[src/rtl/toggle_hs_receiver.sv]
// Receiver for a two-phase toggle handshake: detects each request flip, holds the
// captured word on a valid/ready port and answers with an acknowledge flip.
module toggle_hs_receiver #(
   parameter int DW          = 8,
   parameter int SYNC_STAGES = 2,
   parameter int CW          = 16
) (
   input  logic          clk,
   input  logic          reset,
   input  logic          req_tog,
   input  logic [DW-1:0] req_data,
   output logic          ack_tog,
   output logic          out_valid,
   output logic [DW-1:0] out_data,
   input  logic          out_ready,
   output logic [CW-1:0] xfer_count,
   output logic          err
);

   typedef enum logic {IDLE, BUSY} state_t;

   state_t        state_q, state_d;
   logic          reqSync;
   logic          reqPrev_q;
   logic          reqEdge;
   logic          ackTog_q, ackTog_d;
   logic [DW-1:0] outData_q, outData_d;
   logic [CW-1:0] count_q, count_d;
   logic          err_q, err_d;

   // With zero stages the producer shares our clock and the toggle is used directly.
   generate
      if (SYNC_STAGES == 0) begin : gNoSync
         assign reqSync = req_tog;
      end else begin : gSync
         logic [SYNC_STAGES-1:0] sync_q;
         always_ff @(posedge clk) begin
            if (reset) begin
               sync_q <= '0;
            end else begin
               sync_q[0] <= req_tog;
               for (int i = 1; i < SYNC_STAGES; i++) begin
                  sync_q[i] <= sync_q[i-1];
               end
            end
         end
         assign reqSync = sync_q[SYNC_STAGES-1];
      end
   endgenerate

   assign reqEdge = reqSync ^ reqPrev_q;

   always_ff @(posedge clk) begin
      if (reset) begin
         state_q   <= IDLE;
         reqPrev_q <= 1'b0;
         ackTog_q  <= 1'b0;
         outData_q <= '0;
         count_q   <= '0;
         err_q     <= 1'b0;
      end else begin
         state_q   <= state_d;
         reqPrev_q <= reqSync;
         ackTog_q  <= ackTog_d;
         outData_q <= outData_d;
         count_q   <= count_d;
         err_q     <= err_d;
      end
   end

   // A flip arriving while a word is still held is dropped and flagged, even on the drain cycle.
   always_comb begin
      state_d   = state_q;
      ackTog_d  = ackTog_q;
      outData_d = outData_q;
      count_d   = count_q;
      err_d     = err_q;
      case (state_q)
         IDLE: begin
            if (reqEdge) begin
               outData_d = req_data;
               state_d   = BUSY;
            end
         end
         BUSY: begin
            if (reqEdge) begin
               err_d = 1'b1;
            end
            if (out_ready) begin
               state_d  = IDLE;
               ackTog_d = ~ackTog_q;
               count_d  = count_q + CW'(1);
            end
         end
         default: state_d = IDLE;
      endcase
   end

   assign out_valid  = (state_q == BUSY);
   assign out_data   = outData_q;
   assign ack_tog    = ackTog_q;
   assign xfer_count = count_q;
   assign err        = err_q;

endmodule

[config.mk]
export PLATFORM = sky130hd
export DESIGN_NAME = toggle_hs_receiver
export DESIGN_NICKNAME = d
export VERILOG_FILES = /design/src/rtl/toggle_hs_receiver.sv
export SDC_FILE = /design/constraint.sdc
export NUM_CORES = 1
export LEC_CHECK = 0
export ABC_CLOCK_PERIOD_IN_PS = 1800
export CAP_MARGIN = 30
export CORE_MARGIN = 5
export CORE_UTILIZATION = 44
export CTS_CLUSTER_DIAMETER = 100
export CTS_CLUSTER_SIZE = 40
export DETAILED_ROUTE_END_ITERATION = 6
export PLACE_DENSITY_LB_ADDON = 0.12
export SYNTH_ARGS = -nofsm -noshare
export SYNTH_HDL_FRONTEND = slang
export SYNTH_SLANG_ARGS = --single-unit
[constraint.sdc]
create_clock -name clk -period 1.8 [get_ports clk]
set_input_delay 0.36 -clock clk [delete_from_list [all_inputs] [get_ports clk]]
set_output_delay 0.36 -clock clk [all_outputs]
set_load 0.01 [all_outputs]
==> run metrics <==
outcome finished, final reports clean; CP top delay family buffers and inverters; First DRT Iteration DRCs 24; Vias 1027; clk sinks 30; GRT overflow 0; Routed wire per std cell 12.66 um; clk buf depth 2; highest clock rate 0.5878 GHz; Worst path max stage delay 0.58 ns; router iterations before antenna repair 4; Die X 62.39 um; post-synthesis mux area share 6.632%; reg-to-reg slack, setup 0.24 ns; slowest cell on the critical path clkdlybuf4s50_1; Clk Latency, worst-skew pair 0.32 ns; Yosys cell types 23; fillers 244; max-cap viol count 0; I/O Buffers 38; CP cell instances clkdlybuf4s50_1; HPWL after DPL 1853 um; Post-Synth Simple-Gate Area 23.73%; gp weighted congestion 0.7355; crit path DAT 1.34 ns; Die H 62.39 um; sequential-to-total area share from yosys stat 49.74%; final-report max-slew violation count 0; Slew headroom 79.73%; worst hold path type reg -> reg; first-pass GRT wire length 4609 um; cell count after placement 194; worst-path fanout max 6; Post-CTS Hold Fix Bufs 0; Avg Inst Size Synth 9.737 sq um; residual DRC count 0; Initial Util 44.95%; Routed Antenna Nets 0; Yosys top cell by area dfxtp_1; Synth Area in XOR/XNOR 9.430%; final core utilization 62.97%; Root Buffer clkbuf_4; Setup-failing EPs final 0; num rows 19; CTS H-tree lvls 2; Area contributors post-synth dfxtp_1 50%, xor2_1 9.4%, nor2_1 6.8%; Yosys top cell area share 49.74%; PwrDens 716.5 nW/um^2; most frequent cell after synthesis dfxtp_1; number of antenna diodes 0; RSZ-0062 raised after global routing no; fin cells 202; share of cells above drive strength 1 11.70%; die area 3892 sq um; Worst Path Buf+Inv 1; fin nets 183; number of global-route vias before repair 1036; Power Total 1.212 mW; antenna violations before repair 0; largest net degree at the start of global routing 31; FF+latch count, synth 30; final period utilization 94.51%; Post-synth EDFFs 0; Async SR Flop Fraction 0%; VDD IR-drop max 661.2 uV; crit path kind reg -> out; Synth Area in Compound Gates 4.767%; Area Overhead vs Synth 40.10%; CTS buffer count 5; Worst setup SP type flop; largest family of logic cells by synthesized area simple AND/OR/NAND/NOR gates; Synth Flop Type dfxtp_1; Worst EP required 1.44 ns; postcts setup bufs 0; Post-Synth Adder-Cell Area 1.036%; Synth Warn # 0; vias per inst 5.084; clock slew at reported path FFs 0.09 ns; CP Capture Type output pin; CTS tree built; Mapped Nets 137; Period minus WS final 1.701 ns; Routed WL 2558 um; post-synthesis cell count 124; Static Leak 0.6437 nW; final hold vios 0; Layout Skew 0.005235 ns; worst-margin pin slew 0.3041 ns; area of the core 2686 sq um; most frequent cells after synthesis 30 x dfxtp_1, 22 x nor2_1, 13 x xor2_1, 8 x mux2i_1, 7 x nand2_1; Cell Area, Synth 1207 sq um; All-Layer GR Usage 14.30%; IO Pins 39
flip-flops by register name (all words and copies together), names as in the netlist:
name,count
out_data,8
err,1
reqPrev_q,1
xfer_count,16
ack_tog,1
out_valid,1
gSync.sync_q,2
metrics by stage:
step	cell area, sq um	setup TNS [ns]	hold slack, ns	setup slack [ns]
after floorplan	1207	0	0.4138	0.3401
after global placement	1630	0	0.4190	0.007165
after detailed placement	1630	-0.1555	0.4307	-0.06838
after CTS	1690	0	0.4491	0.006156
after global routing	1692	0	0.4795	0.03771
final	1692	0	0.4396	0.09886
power by group:
group	switching, mW	internal (mW)	total (mW)
sequential	0.0115	0.680	0.692
combinational	0.0441	0.0665	0.111
clock	0.221	0.189	0.410
total	0.276	0.936	1.21
cells in the final DEF, fill, tap and decap left out, drive strengths merged, types with 4 or more instances in the layout:
master and n:
a21oi 6, and4 4, buf 8, clkbuf 7
clkdlybuf4s50 38, dfxtp 30, mux2i 8, nand2 7
nand3 6, nand4 5, nor2 22, nor2b 4
o21ai 4, or3 4, xor2 13
path summary, 6_finish.rpt:
check                                startpoint         endpoint  cells past startpoint
worst min register to register  gSync.sync_q[0]  gSync.sync_q[1]                      1
worst max-delay path              xfer_count[3]    xfer_count[3]                      1
worst min-delay path            gSync.sync_q[0]  gSync.sync_q[1]                      1
worst max register to register    xfer_count[3]   xfer_count[13]                      4
timing repair:
item	in CTS	in global routing
hold endpoints to repair	0	0
endpoints found under the setup margin	0	1
resized for setup	0	1
layer usage:
layer	global-route usage (%)	part of all wire, %
met1	16.44	45
met5	0	0
met4	7.162	1.6
met3	5.396	6.3
met2	23.06	47
cell families (layout without fill, tap and decap cells):
logic type      after synthesis  in the layout
compound gates               11             11
xor+xnor                     13             13
fa+ha+maj                     1              1
buf+inv                       7             54
flops                        30             30
mux                           8              8
simple gates                 54             54
layout make-up:
class / instances / area, sq um / share of cell area (%)
clock inverters: 1 / 5.005 / 0.2959
multi-input cells: 87 / 550.5 / 32.54
clock buffers: 7 / 55.05 / 3.254
repair buffers: 46 / 440.4 / 26.04
flip-flops and latches: 30 / 601.8 / 35.58
well taps: 31 / 38.79 / 2.293
(Power assumes the default switching activity.)
